### src/rtl/imm_field_encoder.sv
// rtl/imm_field_encoder.sv - 64-bit constant to instruction immediate field encoder
// Optional IMM_ZERO_SKIP_EN: skip all-zero halfwords in IM (MOVZ/MOVK) sequences.
module imm_field_encoder #(
  parameter int NUM_HW = 4
) (
  input  logic        CLK,
  input  logic        Reset,
  input  logic        InValid,
  output logic        InReady,
  input  logic [63:0] Imm64,
  input  logic [2:0]  Ctrl,
  output logic        OutValid,
  input  logic        OutReady,
  output logic [25:0] Imm26,
  output logic        OutMovK,
  output logic        OutLast,
  output logic        RangeErr
);

  typedef enum logic {IDLE, EMIT} state_t;

  state_t                  state_q;
  logic [25:0]             imm26_q;
  logic                    movk_q;
  logic                    last_q;
  logic                    rerr_q;
  logic [16*NUM_HW-1:0]    data_q;
`ifdef IMM_ZERO_SKIP_EN
  logic [NUM_HW-1:0]       mask_q;
`else
  logic [1:0]              cnt_q;
`endif

  logic consume;
  logic accept;

  assign OutValid = (state_q == EMIT);
  assign Imm26    = imm26_q;
  assign OutMovK  = movk_q;
  assign OutLast  = last_q;
  assign RangeErr = rerr_q;

  assign consume = OutValid && OutReady;
  assign InReady = (state_q == IDLE) || (consume && last_q);
  assign accept  = InValid && InReady;

  function automatic logic [25:0] im_field(input logic [1:0] h, input logic [15:0] chunk);
    return {3'b000, h, chunk, 5'b00000};
  endfunction

  // True when every bit of the upper slice equals the sign bit.
  function automatic logic all_same(input logic [63:0] v, input int lo);
    logic ones;
    logic zeros;
    ones  = 1'b1;
    zeros = 1'b1;
    for (int i = 0; i < 64; i++) begin
      if (i >= lo) begin
        ones  = ones & v[i];
        zeros = zeros & ~v[i];
      end
    end
    return ones | zeros;
  endfunction

  logic [25:0] sb_field;
  logic        sb_err;

  always_comb begin
    sb_field = '0;
    sb_err   = 1'b0;
    case (Ctrl[1:0])
      2'b00: begin
        sb_field[21:10] = Imm64[11:0];
        sb_err          = |Imm64[63:12];
      end
      2'b01: begin
        sb_field[20:12] = Imm64[8:0];
        sb_err          = !all_same(Imm64, 8);
      end
      2'b10: begin
        sb_field = Imm64[25:0];
        sb_err   = !all_same(Imm64, 25);
      end
      default: begin
        sb_field[23:5] = Imm64[18:0];
        sb_err         = !all_same(Imm64, 18);
      end
    endcase
  end

`ifdef IMM_ZERO_SKIP_EN
  function automatic logic [1:0] lowest(input logic [NUM_HW-1:0] m);
    logic [1:0] idx;
    idx = 2'd0;
    for (int i = NUM_HW - 1; i >= 0; i--) begin
      if (m[i]) idx = 2'(i);
    end
    return idx;
  endfunction

  logic [NUM_HW-1:0] in_mask;
  logic [1:0]        first_h;
  logic [NUM_HW-1:0] first_rem;
  logic [1:0]        next_h;
  logic [NUM_HW-1:0] next_rem;

  always_comb begin
    in_mask = '0;
    for (int h = 0; h < NUM_HW; h++) begin
      in_mask[h] = |Imm64[16*h +: 16];
    end
    first_h   = lowest(in_mask);
    first_rem = in_mask & ~(NUM_HW'(1) << first_h);
    next_h    = lowest(mask_q);
    next_rem  = mask_q & ~(NUM_HW'(1) << next_h);
  end
`endif

  always_ff @(posedge CLK or posedge Reset) begin
    if (Reset) begin
      state_q <= IDLE;
      imm26_q <= '0;
      movk_q  <= 1'b0;
      last_q  <= 1'b0;
      rerr_q  <= 1'b0;
      data_q  <= '0;
`ifdef IMM_ZERO_SKIP_EN
      mask_q  <= '0;
`else
      cnt_q   <= 2'd0;
`endif
    end else if (accept) begin
      state_q <= EMIT;
      data_q  <= Imm64;
      movk_q  <= 1'b0;
      if (Ctrl[2]) begin
        rerr_q <= 1'b0;
`ifdef IMM_ZERO_SKIP_EN
        // An all-zero constant falls out naturally: h = 0, chunk 0, nothing left.
        imm26_q <= im_field(first_h, Imm64[{first_h, 4'b0000} +: 16]);
        mask_q  <= first_rem;
        last_q  <= (first_rem == '0);
`else
        imm26_q <= im_field(2'd0, Imm64[15:0]);
        cnt_q   <= 2'd1;
        last_q  <= 1'b0;
`endif
      end else begin
        imm26_q <= sb_field;
        rerr_q  <= sb_err;
        last_q  <= 1'b1;
      end
    end else if (consume) begin
      if (last_q) begin
        state_q <= IDLE;
        imm26_q <= '0;
        movk_q  <= 1'b0;
        last_q  <= 1'b0;
        rerr_q  <= 1'b0;
      end else begin
        movk_q <= 1'b1;
`ifdef IMM_ZERO_SKIP_EN
        imm26_q <= im_field(next_h, data_q[{next_h, 4'b0000} +: 16]);
        mask_q  <= next_rem;
        last_q  <= (next_rem == '0);
`else
        imm26_q <= im_field(cnt_q, data_q[{cnt_q, 4'b0000} +: 16]);
        last_q  <= (cnt_q == 2'd3);
        cnt_q   <= cnt_q + 2'd1;
`endif
      end
    end
  end

endmodule

### config.mk
export PLATFORM = sky130hd
export DESIGN_NAME = imm_field_encoder
export DESIGN_NICKNAME = d
export VERILOG_FILES = /design/src/rtl/imm_field_encoder.sv
export SDC_FILE = /design/constraint.sdc
export NUM_CORES = 1
export LEC_CHECK = 0
export ABC_AREA = 0
export ABC_CLOCK_PERIOD_IN_PS = 8700
export BUFFER_PORTS_ARGS = -buffer_cell sky130_fd_sc_hd__buf_2
export CAP_MARGIN = 20
export CELL_PAD_IN_SITES_DETAIL_PLACEMENT = 1
export CELL_PAD_IN_SITES_GLOBAL_PLACEMENT = 1
export CORE_AREA = 3 3 107 109
export DETAILED_ROUTE_END_ITERATION = 16
export DIE_AREA = 0 0 110 112
export HOLD_SLACK_MARGIN = 0.02
export MAX_ROUTING_LAYER = met4
export PLACE_DENSITY = 0.94
export REMOVE_ABC_BUFFERS = 1
export SLEW_MARGIN = 20
export SYNTH_ARGS = -nofsm -noshare
export SYNTH_HDL_FRONTEND = slang
export SYNTH_SLANG_ARGS = --single-unit
### constraint.sdc
create_clock -name CLK -period 8.7 [get_ports CLK]
set_input_delay 1.305 -clock CLK [delete_from_list [all_inputs] [get_ports CLK]]
set_output_delay 1.305 -clock CLK [all_outputs]
set_load 0.01 [all_outputs]
==> summary.txt, run 1 <==
Flow run
  – # Max-Cap Violations: 0

Logic synthesis
  – EDFF count, synth: 0
  – Flops & latches, synth: 96
  – Synth cell types: between 40 and 50
  – Most frequent cells after synthesis: dfrtp_1 (96), mux2_2 (65), nor2_1 (26)
  – Synth area leader: dfrtp_1
  – Top-count cell post-synth: dfrtp_1
  – Mapped Cells: 407
  – Register area share after synthesis: 49.0%
  – Mapped Area: 0.00490 mm²
  – Top cells by area, synth: dfrtp_1 (49%), mux2_2 (15%), mux4_2 (7.3%)
  – Asr flop ratio synth: between 90% and 100%
  – Yosys warns: 0
  – Ys flop type: dfrtp_1
  – Synthesized area per cell: 12.0 µm²
  – Synth top area share: 49.0%

STA
  – Clk_skew: 0.00918 ns
  – RSZ-0062 raised after global routing: false
  – Endpoints failing hold: 0
  – Final setup violation count: 0
  – Worst slew margin: 30.1%
  – Setup TNS: 0 ns
  – Fmax: around 0.32 GHz
  – Period utilization: around 36%
  – Minimum clock period after layout: slightly above 3 ns
  – Slew @ Worst Pin: 1.05 ns
  – Fin. max-slew vios: 0

Global route
  – Number of antenna violations at the first check in global routing: 0
  – Residual overflow from global routing: 0
  – Pin count of the biggest net entering global routing: 80
  – First-pass GRT wire length: around 24 mm
  – Vias in the first global route: 4098
  – Gr usage total: 26.1%

Clock tree
  – Clk sinks: 96
  – Root buf cell: clkbuf_8
  – Clock transition at the registers of the reported paths: 0.10 ns
  – Bufs on Longest Clock Path: 2
  – # Post-CTS Setup Buffers: 0
  – Post-cts repair resize count: 0
  – Number of CTS-inserted buffers: 9
  – Hold Buf Count CTS: 0
  – CTS tree: done
  – H-tree depth: 3
  – Worst-Skew Late Latency: 0.36 ns

Drt
  – Avg WL per Cell: 24.0 µm
  – DR iter-0 viols: approximately 250
  – DR pass1 iterations: 4
  – DRC: 0
  – Vias after detailed routing: around 4100
  – DRT Wirelength: 15.3 mm
  – DRT antenna net count: 0
  – Vias per cell: 6.34

Power
  – Comb pwr share: approximately 38%
  – Power consumption: 0.00176 W
  – Sw Ratio: between 30% and 40%
  – Worst VDD drop: 123 µV
  – Power Density: 313 mW/mm²
  – Int Pwr: 0.00112 W
  – Seq pwr share: 46.6%
  – Leak Pwr: approximately 2.5 nW
  – Switch Pwr: 0.000643 W
  – Clock network fraction of design power: 15.8%

Placed design
  – Hpwl dp: 11.0 mm
  – Placed insts: 623
  – Port Buffers: about 100
  – GP Congestion: approximately 0.93

Setup path
  – R2r startpoint: OutLast
  – Crit path launch type: primary input
  – R2R Path End: Imm26[9]
  – Reg2reg setup slack: 6.10 ns
  – Crit path max fanout: 79
  – Crit path kind: primary input to register
  – Cell count of the worst reg-to-reg path: 6
  – CP Capture Type: register
  – WP data required: around 9 ns
  – Worst path arrival time: 3.39 ns

Floorplanning
  – Die height: 112 µm
  – Die ar.: 0.0123 mm²
  – Row count: 38
  – Die Wd: around 110 µm
  – Io pins: 102
  – Starting density of the core: between 40% and 50%
  – Core region area: roughly 0.011 mm²

Final layout
  – NumNets Final: 566
  – Non-Filler Instances: 639
  – Area Overhead vs Synth: 15.0%
  – Layout cell share with drive strength beyond 1: 41.9%
  – Ant diodes: 0

Hold path
  – Worst hold path type: register to register
  – Worst hold start: Imm26[12]
  – Worst Hold End: Imm26[12]
  – Hold path cells: 2

Status
  – Status: finished clean
[kinds of logic after synthesis]
logic type / synth area share, %
compound gates: 12.3
fa+ha+maj: 0.255
buf+inv: 3.14
flops: 49.0
mux: 24.5
simple gates: 10.8
[power groups by stage]
stage / logic, W / clock network [W] / registers (W)
final: 0.000664 / 0.000278 / 0.000823
after global routing: 0.000709 / 0.000302 / 0.000845
after CTS: 0.000664 / 0.000280 / 0.000820
after detailed placement: 0.000658 / 0 / 0.000826
after global placement: 0.000619 / 0 / 0.000797
after floorplan: 0.000438 / 0 / 0.000778
[through the flow]
step | hold slack, ns | setup WS [ns] | util [%] | cell area (µm²)
floorplan | 0.445 | 4.89 | - | 4760
global placement | 0.457 | 5.37 | 51.1 | 5460
detailed placement | 0.462 | 5.25 | 51.1 | 5460
CTS | 0.485 | 5.63 | 52.7 | 5640
global route | 0.506 | 5.42 | 52.7 | 5640
finish | 0.484 | 5.58 | 52.7 | 5640
[how the worst max path moves through the flow]
stage,end,cells after the start,from
after floorplan,Imm26[0],1,Reset
after global placement,Imm26[8],7,OutReady
after detailed placement,Imm26[7],7,OutReady
after CTS,Imm26[7],7,OutReady
after global routing,Imm26[9],7,OutReady
final,Imm26[9],7,OutReady
[cell usage in the layout, fill, tap and decap left out, drive strengths merged, types with 2 or more instances in the layout]
cell and n:
a221oi 7, buf 103, nor3 5, clkbuf 9
a221o 2, a21oi 16, dfrtp 96, mux2i 11
a22o 17, nand2 23, nand3 5, a31oi 2
clkinv 3, nand2b 2, a22oi 11, nand4 15
inv 6, nor4 14, mux4 16, mux2 65
o21ai 27, nor2 26
[metal layers]
layer  vias up  global-route usage [%]  wire length (µm)  part of all wire [%]
met3        48                    3.13               982                   6.4
met4         0                    9.14               452                   2.9
met2       203                    41.5              7620                    50
li1       1735                       -                 -                     -
met1      2067                    34.5              6270                    41
met5         -                       -                 0                     0
[registers in the layout (all words and copies together), names as in the netlist]
name / flops
OutValid: 1
OutMovK: 1
Imm26: 26
data_q: 64
OutLast: 1
RangeErr: 1
cnt_q: 2
[critical path, stage by stage]
cell	delay [ns]
buf_2	0.11
nand2_2	0.07
nand2_4	0.12
nand2_4	0.51
nor4b_4	0.83
a22oi_1	0.19
o21ai_0	0.20
[layout make-up]
class,instances,area (µm²)
fillers,1163,5060
flip-flops and latches,96,2400
multi-input cells,281,2350
repair buffers,103,520
well taps,140,175
clock buffers,9,124
clock inverters,7,52.6
inverters,3,12.5
Power figures use the tool's default switching activity.
==> run 2: changes to the inputs <==
ABC_CLOCK_PERIOD_IN_PS = 2800   (was 8700)
CORE_AREA = 3 3 117 119   (was 3 3 107 109)
DIE_AREA = 0 0 120 122   (was 0 0 110 112)
PLACE_DENSITY = 0.85   (was 0.94)
clock period = 2.8 ns   (was 8.7 ns; I/O delays follow)
==> summary.txt, run 2 (synthesized netlist as in run 1, its figures left out) <==
Drt
  – DR pass1 iterations: 5 (+1)
  – DR iter-0 viols: 281 (+12%)
  – Vias after detailed routing: 3909 (-3.6%)
  – Vias per cell: 5.77 (-9.1%)
  – Avg WL per Cell: 22.6 µm (-5.7%)
  – DRT Wirelength: 15.3 mm (about the same)
  – DRC: 0 (unchanged)
  – DRT antenna net count: 0 (unchanged)

Final layout
  – NumNets Final: 573 (+1.2%)
  – Ant diodes: 0 (unchanged)
  – Final core utilization: 46.5% (-6.2 points)
  – Largest register FFs: 64 (unchanged)
  – Top reg by flops: data_q
  – Area Overhead vs Synth: 20.3%
  – Fillers: 1394 (+20%)
  – Final Cell Area: 0.00590 mm² (+4.6%)
  – Layout cell share with drive strength beyond 1: 42.5% (+0.61 points)
  – Commonest cells after routing, fill and taps aside: buf_2 (101), dfrtp_1 (96), mux2_2 (65)
  – Commonest non-fill, non-tap cell in the layout: buf_2

Floorplanning
  – Starting density of the core: 38.7% (-7.1 points)
  – Die Wd: 120 µm (+9.1%)
  – Die height: 122 µm (+8.9%)
  – Core region area: 0.0127 mm² (+18%)
  – Die ar.: 0.0146 mm² (+19%)
  – Io pins: 102 (unchanged)
  – Row count: 41 (+7.9%)

Power
  – Power consumption: 0.00594 W (+240%)
  – Worst VDD drop: 395 µV (+220%)
  – Power Density: 1010 mW/mm² (+220%)
  – Leak Pwr: 2.60 nW (+4.4%)

Clock tree
  – Clock transition at the registers of the reported paths: 0.07 ns (-0.03 ns)
  – Clk sinks: 96 (unchanged)
  – Root buf cell: clkbuf_16
  – Hold Buf Count CTS: 0 (unchanged)
  – # Post-CTS Setup Buffers: 0 (unchanged)
  – Number of CTS-inserted buffers: 9 (unchanged)
  – Worst-Skew Late Latency: 0.35 ns (about the same)
  – Post-cts repair resize count: 0 (unchanged)
  – H-tree depth: 3 (unchanged)
  – Bufs on Longest Clock Path: 2 (unchanged)
  – CTS tree: done

STA
  – Hold slack: 0.177 ns (-0.307 ns)
  – Endpoints failing hold: 0 (unchanged)
  – Slew @ Worst Pin: 0.663 ns (-0.386 ns)
  – Slack of the critical path: 0.832 ns (-4.75 ns)
  – Worst slew margin: 55.7% (+26 points)
  – Fmax: between 0.5 and 0.6 GHz
  – Fin. max-slew vios: 0 (unchanged)
  – Clk_skew: 0.00938 ns (+0.000204 ns)
  – Minimum clock period after layout: 1.97 ns
  – Final setup violation count: 0 (unchanged)
  – Period utilization: 70.3%
  – RSZ-0062 raised after global routing: false

Setup path
  – R2r startpoint: OutLast
  – WP data required: 3.03 ns (-5.95 ns)
  – Crit path launch type: register
  – Crit path from: OutLast
  – CP Capture Type: register
  – Worst path arrival time: 2.20 ns (-1.19 ns)
  – Crit path max fanout: 59 (-25%)
  – Crit path kind: register to register

Hold path
  – Worst hold path type: primary input to async pin

Status
  – Status: finished clean

Placed design
  – GP Congestion: 0.894 (-3.9%)
  – Hpwl dp: 11.1 mm (+0.90%)
  – Cell Area, Placed: 0.00558 mm² (+2.2%)
  – Port Buffers: 101 (unchanged)
  – Worst slack, placed: 0.672 ns (-4.57 ns)

Global route
  – Number of antenna violations at the first check in global routing: 0 (unchanged)
  – Pin count of the biggest net entering global routing: 97 (+21%)
  – Residual overflow from global routing: 0 (unchanged)
  – Gr usage total: 22.0% (-4.1 points)
  – First-pass GRT wire length: 23.7 mm (+0.85%)
  – Vias in the first global route: 4124 (+0.63%)

Flow run
  – # Max-Cap Violations: 0 (unchanged)
run 2: changes by cell type in the layout (fill, tap and decap cells not counted), moves of 2 or more:
cell and delta:
clkbuf_8 -6, clkbuf_16 +9, inv_6 -4, buf_4 +5, buf_12 +2
run 2: metal layers:
layer	GRT usage, %	wire, µm
met1	29.3	6760
met2	34.7	7380
met3	3.62	1050
met4	6.73	151
met5	-	0
run 2: final cells by class:
class                           instances  area (µm²)  share of cell area [%]
Timing Repair Buffer                  110         598                    10.1
Multi-Input combinational cell        281        2350                    39.9
Clock inverter                          4        51.3                   0.870
Sequential cell                        96        2400                    40.7
Clock buffer                           12         267                    4.52
Inverter                                3        12.5                   0.212
Tap cell                              172         215                    3.65
run 2: per-stage QoR:
step,cells,TNS [ns]
floorplan,380,-12.04
global placement,662,0
detailed placement,662,0
CTS,678,0
global route,678,0
finish,678,0
run 2: where the power goes:
part	switching (W)	internal, W	total [W]
combinational	0.00102	0.00117	0.00219
sequential	0.000405	0.00202	0.00243
clock	0.000553	0.000766	0.00132
total	0.00198	0.00396	0.00594
run 2: critical path, stage by stage, from the launching register on:
cell,delay (ns)
dfrtp_1,0.46
nand2_2,0.11
nand2_4,0.07
nand2_4,0.29
buf_12,0.34
nor2_1,0.14
a221oi_1,0.30
o21ai_0,0.12
run 2: final timing paths:
path,to,slack [ns],cells past startpoint
min reg2reg,OutMovK,0.47,1
min,data_q[7],0.18,3
max in group asynchronous,Imm26[14],2.23,3
max reg2reg,Imm26[11],0.83,7
max,Imm26[11],0.83,7
min in group CLK,data_q[30],0.33,2
